## src/rtl/or1200_fwd_pkg.sv

```systemverilog
// Shared definitions for the operand forwarding-select logic: select codes,
// address widths, the per-stage tracking record and the hit test.
package or1200_fwd_pkg;

    localparam int AW   = 5;
    localparam int SELW = 2;

    // Operand mux select codes, shared with the operand muxes themselves
    localparam logic [SELW-1:0] SEL_RF      = 2'd0;
    localparam logic [SELW-1:0] SEL_IMM     = 2'd1;
    localparam logic [SELW-1:0] SEL_EX_FORW = 2'd2;
    localparam logic [SELW-1:0] SEL_WB_FORW = 2'd3;

    // What we remember about the instruction occupying a pipeline stage
    typedef struct packed {
        logic          valid;
        logic          rfwb;
        logic          is_load;
        logic [AW-1:0] rd;
    } stage_t;

    // A stage "hits" a source when it will write that register; r0 never hits
    function automatic logic stage_hit(input stage_t stg, input logic [AW-1:0] addr);
        return stg.valid && stg.rfwb && (stg.rd == addr) && (addr != {AW{1'b0}});
    endfunction

endpackage

```

## src/rtl/or1200_fwd_cmp.sv

```systemverilog
// Compares one source operand against the EX and WB producers and returns
// the select code for its operand mux. EX is checked first because it holds
// the youngest producer of any register.
module or1200_fwd_cmp
    import or1200_fwd_pkg::*;
(
    input  logic [AW-1:0]   src_addr,
    input  logic            src_used,
    input  logic            use_imm,
    input  stage_t          ex_stage,
    input  stage_t          wb_stage,
    output logic [SELW-1:0] sel
);

    // Priority select: immediate, then unused source, then EX, then WB
    always_comb begin
        sel = SEL_RF;
        if (use_imm) begin
            sel = SEL_IMM;
        end else if (!src_used) begin
            sel = SEL_RF;
        end else if (stage_hit(ex_stage, src_addr)) begin
            sel = SEL_EX_FORW;
        end else if (stage_hit(wb_stage, src_addr)) begin
            sel = SEL_WB_FORW;
        end else begin
            sel = SEL_RF;
        end
    end

endmodule

```

## src/rtl/or1200_fwd_sel.sv

```systemverilog
// Forwarding-select and load-use hazard unit. Tracks the EX and WB
// destinations, registers the operand mux selects on every ID->EX transfer
// and requests a one-bubble stall when an ID source depends on a load in EX.
module or1200_fwd_sel #(
    parameter int AW   = 5,
    parameter int SELW = 2
) (
    input  logic            clk,
    input  logic            rst,
    input  logic            id_freeze,
    input  logic            ex_freeze,
    input  logic            id_valid,
    input  logic [AW-1:0]   id_rfa_addr,
    input  logic [AW-1:0]   id_rfb_addr,
    input  logic            id_rfa_used,
    input  logic            id_rfb_used,
    input  logic            id_imm_b,
    input  logic            id_rfwb,
    input  logic [AW-1:0]   id_rd_addr,
    input  logic            id_is_load,
    output logic [SELW-1:0] sel_a,
    output logic [SELW-1:0] sel_b,
    output logic            load_stall
);

    import or1200_fwd_pkg::stage_t;
    import or1200_fwd_pkg::stage_hit;
    import or1200_fwd_pkg::SEL_RF;

    stage_t          ex_r;
    stage_t          wb_r;
    stage_t          id_stage_s;
    logic [SELW-1:0] sel_a_r;
    logic [SELW-1:0] sel_b_r;
    logic [SELW-1:0] nxt_sel_a_s;
    logic [SELW-1:0] nxt_sel_b_s;
    logic            load_stall_s;
    logic            accept_s;

    or1200_fwd_cmp u_cmp_a (
        .src_addr (id_rfa_addr),
        .src_used (id_rfa_used),
        .use_imm  (1'b0),
        .ex_stage (ex_r),
        .wb_stage (wb_r),
        .sel      (nxt_sel_a_s)
    );

    or1200_fwd_cmp u_cmp_b (
        .src_addr (id_rfb_addr),
        .src_used (id_rfb_used),
        .use_imm  (id_imm_b),
        .ex_stage (ex_r),
        .wb_stage (wb_r),
        .sel      (nxt_sel_b_s)
    );

    // Load-use hazard: a load in EX cannot forward yet, so a consumer must wait
    always_comb begin
        load_stall_s = 1'b0;
        if (id_valid && ex_r.valid && ex_r.is_load) begin
            load_stall_s = (id_rfa_used && stage_hit(ex_r, id_rfa_addr)) ||
                           (id_rfb_used && !id_imm_b && stage_hit(ex_r, id_rfb_addr));
        end else begin
            load_stall_s = 1'b0;
        end
    end

    // Decide whether ID moves into EX and build the record it would carry
    always_comb begin
        accept_s           = id_valid && !id_freeze && !load_stall_s;
        id_stage_s         = '0;
        id_stage_s.valid   = 1'b1;
        id_stage_s.rfwb    = id_rfwb;
        id_stage_s.is_load = id_is_load;
        id_stage_s.rd      = id_rd_addr;
    end

    // Stage tracking and select registers; everything holds while EX is frozen
    always_ff @(posedge clk) begin
        if (rst) begin
            ex_r    <= '0;
            wb_r    <= '0;
            sel_a_r <= SEL_RF;
            sel_b_r <= SEL_RF;
        end else if (!ex_freeze) begin
            wb_r <= ex_r;
            if (accept_s) begin
                ex_r    <= id_stage_s;
                sel_a_r <= nxt_sel_a_s;
                sel_b_r <= nxt_sel_b_s;
            end else begin
                ex_r    <= '0;
                sel_a_r <= SEL_RF;
                sel_b_r <= SEL_RF;
            end
        end else begin
            ex_r    <= ex_r;
            wb_r    <= wb_r;
            sel_a_r <= sel_a_r;
            sel_b_r <= sel_b_r;
        end
    end

    assign sel_a      = sel_a_r;
    assign sel_b      = sel_b_r;
    assign load_stall = load_stall_s;

endmodule

```

## config.mk

```make
export PLATFORM = sky130hd
export DESIGN_NAME = or1200_fwd_sel
export DESIGN_NICKNAME = d
export VERILOG_FILES = /design/src/rtl/or1200_fwd_pkg.sv /design/src/rtl/or1200_fwd_cmp.sv /design/src/rtl/or1200_fwd_sel.sv
export SDC_FILE = /design/constraint.sdc
export NUM_CORES = 1
export LEC_CHECK = 0
export ABC_AREA = 1
export ABC_CLOCK_PERIOD_IN_PS = 1600
export CELL_PAD_IN_SITES_DETAIL_PLACEMENT = 1
export CELL_PAD_IN_SITES_GLOBAL_PLACEMENT = 1
export CORE_AREA = 4 4 68 70
export DETAILED_ROUTE_END_ITERATION = 8
export DIE_AREA = 0 0 72 74
export PLACE_DENSITY = 0.8
export RECOVER_POWER = 50
export SYNTH_ARGS = -nofsm -noshare
export SYNTH_HDL_FRONTEND = slang
export SYNTH_SLANG_ARGS = --single-unit
```

## constraint.sdc

```tcl
create_clock -name clk -period 1.6 [get_ports clk]
set_input_delay 0.32 -clock clk [delete_from_list [all_inputs] [get_ports clk]]
set_output_delay 0.32 -clock clk [all_outputs]
set_load 0.1 [all_outputs]
```

==> impl_results.md, run 1 <==
- Initial Util: 0.3362
- Fillers: 531
- Most common cell after layout, fill and taps aside: nand2_1
- Area of the multi-input gates: 814.5 µm²
- Commonest cells after routing, fill and taps aside: nand2_1, inv_1, nor2_1, buf_4, clkdlybuf4s50_1
- Power share of the clock group: 0.322
- Slew @ Worst Pin: 0.5541 ns
- Drt via density: 4.632
- Worst setup path class: flip-flop to output port
- CP delay by family, top: simple AND/OR/NAND/NOR gates
- WL/cell: 12.43 µm
- CTS tree: yes
- Slowest cell on crit path: dfxtp_4
- Avg Inst Size Synth: 6.327 µm²
- Cell variety after synth: 23
- Core Footprint: 3971 µm²
- Sequential area share after synthesis: 0.2849
- Final Hold Fails: 0
- Synth Instances: 211
- Worst Path Buf+Inv: 3
- Overflow after GRT: 0
- Worst hold slack: 0.4690 ns
- Startpoint Class: flip-flop
- Comb pwr share: 0.219
- Slowest stage delay, CP: 0.36 ns
- Peak VDD IR: 325.3 µV
- Total Power: 1.084 mW
- Inst Count DP: 303
- Global-route wire length before repair: 6527 µm
- Post-route insts no fill: 307
- Cts bufs inserted: 3
- DRT Wirelength: 3815 µm
- Failing checks: negative setup slack
- Net switching power: 0.3120 mW
- Worst-path maximum fanout: 4
- Placer Congestion: 0.7506
- Remaining antenna violation count after routing: 0
- Internal: 0.7719 mW
- Clk slew on worst S/H paths: 0.08 ns
- Total track usage: 0.1577
- Die height: 74 µm
- Final setup fails: 1
- Pleak: 0.8393 nW
- DRC Markers: 0
- Initial antenna violation count: 0
- Worst Skew: 0.003397 ns
- Crit path required time: 1.28 ns
- Die extent in x: 72 µm
- Vias in the first global route: 1477
- I/O pins: 30
- Final worst setup slack: -0.2406 ns
- Most common cell on crit path: nand2_2
- Hold buffer count at CTS: 0
- Clock tree sinks: 19
- Synth area leaders: dfxtp_1, nand2_1, inv_1
- Total negative slack: -0.2406 ns
- N_diodes: 0
- Post-CTS setup buffer count: 0
- Max Slew Vio Count: 0
- DP Worst Slack: -0.4801 ns
- Critical Path End Type: output port
- DP HPWL: 3111 µm
- Number of synthesized register bits: 19
- Worst min path class: flip-flop to flip-flop
- H-tree Lvls: 1
- Vias: 1422
- Layout area overhead: 39.64%
- Fin crit period: 1.841 ns
- Die area: 5328 µm²
- Largest net degree at the start of global routing: 26
- Root buffer cell: clkbuf_8
- Sequential fraction of design power: 0.459
- Max Fclk: 0.5433 GHz
- RSZ-0062 raised after global routing: yes
- Final net count: 283
- Top-area cell type share of the netlist area: 0.2849
- Syn_nets: 236
- TritonRoute pass-1 iters: 4
- Max-Cap Viols: 0
- # rows: 23
- Critical path, cell by cell: buf_6 -> nand2_2 -> nand3b_1 -> nor2_2 -> nand3_2 -> nand2_2 -> nand2_4 -> inv_4 -> buf_12
- Ratio of cells with drive above 1 in the final layout: 0.3035
- Sw frac: 0.2879
- PortBufs: 29
- Power per cell area: 581.4 nW/µm²
- Tcrit/Tclk final: 1.150
- Longest Clk Path Bufs: 2
- Max_slew headroom: 0.6321
- Initial drt markers: 57
- Worst skew pair latency: 0.26 ns
- Mapped Area: 1335 µm²
- Synth warnings: 0
- FF+latch area: 394.1 µm²
- Status: finished with violations
- Area leader, netlist: dfxtp_1
- Worst path arrival time: 1.52 ns
==> per-layer routing <==
layer,up-vias,global-route usage,part of all wire
li1,742,-,-
met1,655,0.1937,0.46
met2,20,0.2806,0.50
met3,5,0.02027,0.027
met4,0,0.06263,0.016
met5,-,0,0
==> kinds of logic (layout without fill, tap and decap cells) <==
logic type / after synthesis / in the layout / synth area share
simple gates: 130 / 130 / 0.4489
buf+inv: 37 / 83 / 0.1237
compound gates: 21 / 21 / 0.1162
flops: 19 / 19 / 0.2849
xor+xnor: 4 / 4 / 0.02624
==> worst register-to-register path: stages, from the launching register on <==
cell and delay (ns):
dfxtp_4 0.36, buf_6 0.11, nand2_2 0.04, nand3b_1 0.10, nor2_2 0.15, nand3_2 0.12
nand2_2 0.10, nand2_4 0.06, buf_4 0.20, nand3_1 0.11, a21oi_1 0.06
==> state kept, by name (all words and copies together), names as in the netlist <==
register,flops
ex_r,8
wb_r,7
sel_a,2
sel_b,2
==> final cells by class <==
type,instances,area share
Multi-Input combinational cell,155,0.4369
Timing Repair Buffer,49,0.2315
Sequential cell,19,0.2114
Inverter,30,0.06174
Tap cell,50,0.03356
Clock buffer,3,0.02215
Clock inverter,1,0.002685
==> power groups by stage <==
stage,Combinational (mW),Sequential [mW],Clock (mW)
2_1_floorplan,0.115,0.510,0
3_3_place_gp,0.240,0.509,0
3_5_place_dp,0.246,0.510,0
4_1_cts,0.241,0.500,0.363
5_1_grt,0.266,0.499,0.386
6_report,0.237,0.497,0.349
==> what timing repair did <==
item / in CTS / in global routing
gates resized for setup: 24 / 6
hold endpoints to repair: 0 / 0
pin swaps: 5 / 3
endpoints found under the setup margin: 13 / 12
==> per-stage QoR <==
stage | instance area (µm²) | utilization
2_1_floorplan | 1338 | -
3_3_place_gp | 1851 | 0.4660
3_5_place_dp | 1851 | 0.4660
4_1_cts | 1903 | 0.4792
5_1_grt | 1864 | 0.4694
6_report | 1864 | 0.4694
==> Yosys cell counts, drive strengths merged <==
| cell type | n |
|---|---|
| nand2 | 83 |
| inv | 30 |
| nor2 | 24 |
| dfxtp | 19 |
| nand3 | 18 |
| a21oi | 16 |
| a211oi | 5 |
| buf | 4 |
| xnor2 | 4 |
| clkbuf | 3 |
| nor3 | 2 |
| and3 | 1 |
| nand3b | 1 |
| nand4 | 1 |
==> final timing paths <==
kind	from	depth (start not counted)	slack [ns]	to
setup / recovery	ex_r[0]$_SDFFE_PP0N_	9	-0.24	load_stall
hold reg to reg	sel_b[0]$_SDFFE_PP0N_	2	0.47	sel_b[0]$_SDFFE_PP0N_
setup reg to reg	ex_r[0]$_SDFFE_PP0N_	10	0.09	sel_b[0]$_SDFFE_PP0N_
hold / removal	sel_b[0]$_SDFFE_PP0N_	2	0.47	sel_b[0]$_SDFFE_PP0N_
Note: power is estimated with default switching activity, not from simulation.
==> inputs of run 2 (changes only) <==
Settings changed: CORE_AREA 4 4 68 70 to 4 4 74 76, DIE_AREA 0 0 72 74 to 0 0 78 80, PLACE_DENSITY 0.8 to 0.82, REMOVE_ABC_BUFFERS set to 1, SYNTH_HIERARCHICAL set to 1.
==> run 2 against run 1 <==
Net effect:
- the flow still finishes with violations (negative setup slack)
- utilization up 9.5 points
- synthesized area increased by 29%
- non-clock buffer count is 29 higher
- critical path type unchanged
- critical endpoint unchanged
- highest routed layer unchanged
==> impl_results.md, run 2 <==
- Drt via density: 4.702 (+1.5%)
- Worst path arrival time: 1.57 ns (+0.05 ns)
- Failing checks: negative setup slack
- Clock tree sinks: 19 (unchanged)
- Mapped Area: 1717 µm² (+29%)
- Fin area: 2668 µm² (+43%)
- Status: finished with violations
- Worst hold slack: 0.4847 ns (+0.01571 ns)
- Total Power: 1.225 mW (+13%)
- Biggest regs: ex_r (8), wb_r (7)
- FF+latch area: 391.6 µm² (-0.63%)
- Tcrit/Tclk final: 1.184 (+0.03352)
- Cts bufs inserted: 3 (unchanged)
- Area of the multi-input gates: 1236 µm² (+52%)
- Reg-to-Reg Start: ex_r[3]$_SDFFE_PP0N_
- Longest Clk Path Bufs: 2 (unchanged)
- Final worst setup slack: -0.2942 ns (-0.05364 ns)
- R2r setup slk: -0.13 ns (-0.22 ns)
- Vias in the first global route: 2179 (+48%)
- Global-route wire length before repair: 10290 µm (+58%)
- Die area: 6240 µm² (+17%)
- Critical Path End Type: output port
- Synth Instances: 280 (+33%)
- Hold EP: ex_r[5]$_SDFFE_PP0N_
- Peak VDD IR: 481.9 µV (+48%)
- H-tree Lvls: 1 (unchanged)
- Fin crit period: 1.894 ns (+0.05364 ns)
- Initial Util: 0.3634 (+0.02727)
- Worst Skew: 0.001064 ns (-0.002333 ns)
- PortBufs: 29 (unchanged)
- Final net count: 382 (+35%)
- Startpoint Class: flip-flop
- Worst skew pair latency: 0.27 ns (about the same)
- Final Hold Fails: 0 (unchanged)
- Layout area overhead: 55.39%
- Power per cell area: 459.3 nW/µm² (-21%)
- Max Fclk: 0.5279 GHz (-2.8%)
- Remaining antenna violation count after routing: 0 (unchanged)
- Commonest cells after routing, fill and taps aside: nand2_1, buf_4, inv_1, nor2_1, nand2_2
- Max_slew headroom: 0.6492 (+0.01702)
- WL/cell: 14.67 µm (+18%)
- Post-route insts no fill: 423 (+38%)
- CTS tree: yes
- # rows: 25 (+8.7%)
- TritonRoute pass-1 iters: 4 (unchanged)
- FF-to-FF End: ex_r[0]$_SDFFE_PP0N_
- Synth warnings: 6 (+6)
- Largest net degree at the start of global routing: 20 (-23%)
- Placer Congestion: 0.8481 (+13%)
- Clk slew on worst S/H paths: 0.07 ns (about the same)
- Die height: 80 µm (+8.1%)
- Ratio of cells with drive above 1 in the final layout: 0.4017 (+0.09818)
- RSZ-0062 raised after global routing: yes
- Crit path required time: 1.28 ns (about the same)
- Inst Count DP: 409 (+35%)
- N_diodes: 0 (unchanged)
- Hold path start: ex_r[5]$_SDFFE_PP0N_
- Final setup fails: 14 (+13)
- Pleak: 1.182 nW (+41%)
- Worst min path class: flip-flop to flip-flop
- Fillers: 623 (+17%)
- DP Worst Slack: -0.5466 ns (-0.06645 ns)
- Root buffer cell: clkbuf_8
- Worst setup path class: flip-flop to output port
- Avg Inst Size Synth: 6.131 µm² (-3.1%)
- I/O pins: 30 (unchanged)
- Initial antenna violation count: 0 (unchanged)
- Most common cell after layout, fill and taps aside: nand2_1
- DRT Wirelength: 6206 µm (+63%)
- Vias: 1989 (+40%)
- Fin util: 0.5648 (+0.09533)
- Flip-flop count of the largest register after layout: 8 (unchanged)
- WHS Path Cells: 2 (unchanged)
- Slew @ Worst Pin: 0.5263 ns (-0.02789 ns)
- Total negative slack: -1.704 ns (-1.463 ns)
- Max Slew Vio Count: 0 (unchanged)
- Total track usage: 0.2095 (+0.05178)
- Worst-path maximum fanout: 4 (unchanged)
- Area post-placement: 2401 µm² (+30%)
- Biggest register: ex_r
- DP HPWL: 4469 µm (+44%)
- Core Footprint: 4723 µm² (+19%)
- Overflow after GRT: 0 (unchanged)
- Initial drt markers: 62 (+8.8%)
- Max-Cap Viols: 0 (unchanged)
- DRC Markers: 0 (unchanged)
- Die extent in x: 78 µm (+8.3%)
- R2R cell count: 13 (+3)
## run 2: how the worst max path moves through the flow
| stage | start | endpoint | slack (ns) | depth (start not counted) |
|---|---|---|---|---|
| floorplan | ex_r[3]$_SDFFE_PP0N_ | load_stall | -1.05 | 6 |
| global placement | id_rfb_addr[3] | load_stall | -0.47 | 8 |
| detailed placement | id_rfb_addr[3] | load_stall | -0.55 | 8 |
| CTS | ex_r[3]$_SDFFE_PP0N_ | load_stall | -0.32 | 7 |
| global route | ex_r[3]$_SDFFE_PP0N_ | load_stall | -0.35 | 8 |
| finish | ex_r[3]$_SDFFE_PP0N_ | load_stall | -0.29 | 7 |
## run 2: cell type report
cell class,count,area share
clock inverter,1,0.001876
inverter,48,0.06754
clock buffer,3,0.01548
sequential,19,0.1468
multi-input combinational,207,0.4634
timing repair buffer,78,0.2735
tap,67,0.03143
## run 2: critical path: stages (launching register included)
cell	delay, ns
dfxtp_4	0.36
buf_12	0.13
nand2_4	0.05
nand2_2	0.05
nor3b_2	0.18
nand4_1	0.16
a21oi_4	0.19
buf_12	0.19
## run 2: timing repair
action                                  in CTS  in global routing
setup buffers                                9                  2
hold buffers                                 0                  0
pin swaps                                   15                  7
hold endpoints to repair                     0                  0
gates cloned                                 1                  0
gates resized for setup                     44                  9
endpoints found under the setup margin      13                 13
## run 2: routing by layer
| metal | share of wire | GRT usage | wire length [µm] |
|---|---|---|---|
| met5 | 0 | 0 | 0 |
| met4 | 0.015 | 0.05769 | 94 |
| met3 | 0.029 | 0.02032 | 177 |
| met2 | 0.53 | 0.4050 | 3299 |
| met1 | 0.42 | 0.2427 | 2635 |
## run 2: report_power, final
part           leakage, nW  switching (mW)  total, mW  internal, mW
Clock               0.0255           0.180      0.354         0.174
Sequential           0.157          0.0189      0.502         0.483
Combinational        0.999           0.199      0.369         0.169
Total                 1.18           0.398       1.23         0.827
==> inputs of run 3 (changes only) <==
Settings changed: CORE_AREA 4 4 74 76 to 4 4 62 92, DIE_AREA 0 0 78 80 to 0 0 66 96, PLACE_DENSITY 0.82 to 0.81.
==> run 3 against run 2 <==
Net effect:
- the flow still finishes with violations (negative setup slack)
- sequential share of layout area is 0.42 points higher
- die area is 1.5% higher
- critical path depth is 1 higher
- combinational power is 2% lower
- cell area is 1.2% lower
- via count is 3.5% higher
- clock-buffer cell count stayed put
- critical endpoint unchanged
- sequential power hardly changed
==> impl_results.md, run 3 (same netlist as run 2, synthesis figures left out) <==
- Area post-placement: 2350 µm² (-2.1%)
- Critical Path End Type: output port
- Final Hold Fails: 0 (unchanged)
- Global-route wire length before repair: 10200 µm (-0.93%)
- Worst path arrival time: 1.61 ns (+0.04 ns)
- Slowest cell on crit path: dlygate4sd2_1
- Max Slew Vio Count: 0 (unchanged)
- Largest net degree at the start of global routing: 20 (unchanged)
- Overflow after GRT: 0 (unchanged)
- Max_slew headroom: 0.6287 (-0.02046)
- I/O pins: 30 (unchanged)
- RSZ-0062 raised after global routing: yes
- DP HPWL: 4442 µm (-0.62%)
- Inst Count DP: 403 (-1.5%)
- Slowest stage delay, CP: 0.28 ns (-0.08 ns)
- DRC Markers: 0 (unchanged)
- Worst-path maximum fanout: 4 (unchanged)
- Slew @ Worst Pin: 0.5569 ns (+0.03068 ns)
- R2R cell count: 11 (-2)
- Startpoint Class: primary input
- Max Fclk: 0.5185 GHz (-1.8%)
- Vias in the first global route: 2176 (-0.14%)
- Biggest register: ex_r
- DP Worst Slack: -0.5744 ns (-0.02780 ns)
- Final worst setup slack: -0.3285 ns (-0.03431 ns)
- Commonest cells after routing, fill and taps aside: nand2_1, buf_4, inv_1, nor2_1, nand2_2
- Die area: 6336 µm² (+1.5%)
- Worst setup path class: primary input to output port
- Longest Clk Path Bufs: 2 (unchanged)
- Cts bufs inserted: 3 (unchanged)
- DRT Wirelength: 6502 µm (+4.8%)
- N_diodes: 0 (unchanged)
- Pleak: 1.152 nW (-2.6%)
- Worst skew pair latency: 0.26 ns (about the same)
- Die extent in x: 66 µm (-15%)
- Worst min path class: flip-flop to flip-flop
- Initial drt markers: 46 (-26%)
- Hold buffer count at CTS: 0 (unchanged)
- Layout area overhead: 53.50%
- Final setup fails: 13 (-1)
- Initial antenna violation count: 0 (unchanged)
- CTS tree: yes
- Most common cell after layout, fill and taps aside: nand2_1
- Vias: 2058 (+3.5%)
- Drt via density: 4.923 (+4.7%)
- WL/cell: 15.56 µm (+6.0%)
- Core Footprint: 4848 µm² (+2.6%)
- Root buffer cell: clkbuf_8
- Fillers: 637 (+2.2%)
- Fin crit period: 1.929 ns (+0.03431 ns)
- Placer Congestion: 0.8610 (+1.5%)
- Status: finished with violations
- Failing checks: negative setup slack
- PortBufs: 29 (unchanged)
- Power per cell area: 460.5 nW/µm² (+0.26%)
- Worst Skew: 0.007279 ns (+0.006214 ns)
- WHS Path Cells: 2 (unchanged)
- Post-route insts no fill: 418 (-1.2%)
- H-tree Lvls: 1 (unchanged)
- Critical path, cell by cell: dlygate4sd2_1 -> inv_1 -> nand2_1 -> o21ai_0 -> a21oi_1 -> nand4_1 -> a21oi_4 -> buf_12
- Flip-flop count of the largest register after layout: 8 (unchanged)
- # rows: 31 (+24%)
- Biggest regs: ex_r (8), wb_r (7)
- Peak VDD IR: 510.5 µV (+5.9%)
- Die height: 96 µm (+20%)
- Fin area: 2635 µm² (-1.2%)
- Initial Util: 0.3541 (-0.009379)
- Tcrit/Tclk final: 1.205 (+0.02144)
- Remaining antenna violation count after routing: 0 (unchanged)
- R2r setup slk: -0.08 ns (+0.05 ns)
- Crit path required time: 1.28 ns (about the same)
- Total track usage: 0.2091 (-0.0003780)
- Final net count: 378 (-1.0%)
- Clk slew on worst S/H paths: 0.07 ns (about the same)
- Total negative slack: -0.9405 ns (+0.7632 ns)
- TritonRoute pass-1 iters: 4 (unchanged)
- Max-Cap Viols: 0 (unchanged)
- Clock tree sinks: 19 (unchanged)
- Ratio of cells with drive above 1 in the final layout: 0.4091 (+0.007406)
-- run 3: cell types whose count changed in the layout (fill, tap and decap cells not counted), sizes merged --
cell / previous run / this run
dlymetal6s2s: 1 / 0
buf: 53 / 49
dlygate4sd2: 11 / 12
-- run 3: cell type report --
class,count,area [µm²],area share
multi-input cells,207,1247,0.4734
clock buffers,3,41.29,0.01567
well taps,66,82.58,0.03134
flip-flops and latches,19,397.9,0.1510
clock inverters,1,5.005,0.001899
repair buffers,74,680.7,0.2583
inverters,48,180.2,0.06838
-- run 3: where the power goes --
group	switching (mW)	leakage (nW)	internal [mW]
combinational	0.201	0.968	0.162
sequential	0.0194	0.158	0.481
clock	0.177	0.0255	0.173
total	0.397	1.15	0.817
-- run 3: worst max-delay path, delay by kind of cell --
family                 cells  cell delay, ns
AOI/OAI and AO/OA          3            0.46
and+or+nand+nor            2            0.28
buffers and inverters      3            0.54
-- run 3: repair_timing --
| action | in CTS | in global routing |
|---|---|---|
| buffers inserted | 11 | 5 |
| gates resized for setup | 46 | 14 |
| gates cloned | 1 | 0 |
| setup endpoints to repair | 13 | 13 |
| pin swaps | 16 | 15 |
-- run 3: per-stage QoR --
stage                     hold slack [ns]  power (mW)  utilization
after floorplan                    0.3824      0.6667            -
after global placement             0.4667      0.8460       0.4846
after detailed placement           0.4890      0.8582       0.4846
after CTS                          0.5019       1.202       0.5270
after global routing               0.5339       1.270       0.5435
final                              0.4979       1.213       0.5435
-- run 3: worst paths after layout --
check | start | end
max reg2reg | ex_r[3]$_SDFFE_PP0N_ | ex_r[7]$_SDFFE_PP0N_
min reg2reg | ex_r[5]$_SDFFE_PP0N_ | ex_r[5]$_SDFFE_PP0N_
max | id_rfb_addr[1] | load_stall
min | ex_r[5]$_SDFFE_PP0N_ | ex_r[5]$_SDFFE_PP0N_
-- run 3: metal layers --
metal	track usage	share of wire	wire length (µm)	vias up
met1	0.2130	0.38	2496	1000
met5	0	0	0	-
li1	-	-	-	1002
met2	0.4368	0.57	3700	42
met4	0.05593	0.025	165	0
met3	0.01752	0.021	139	14
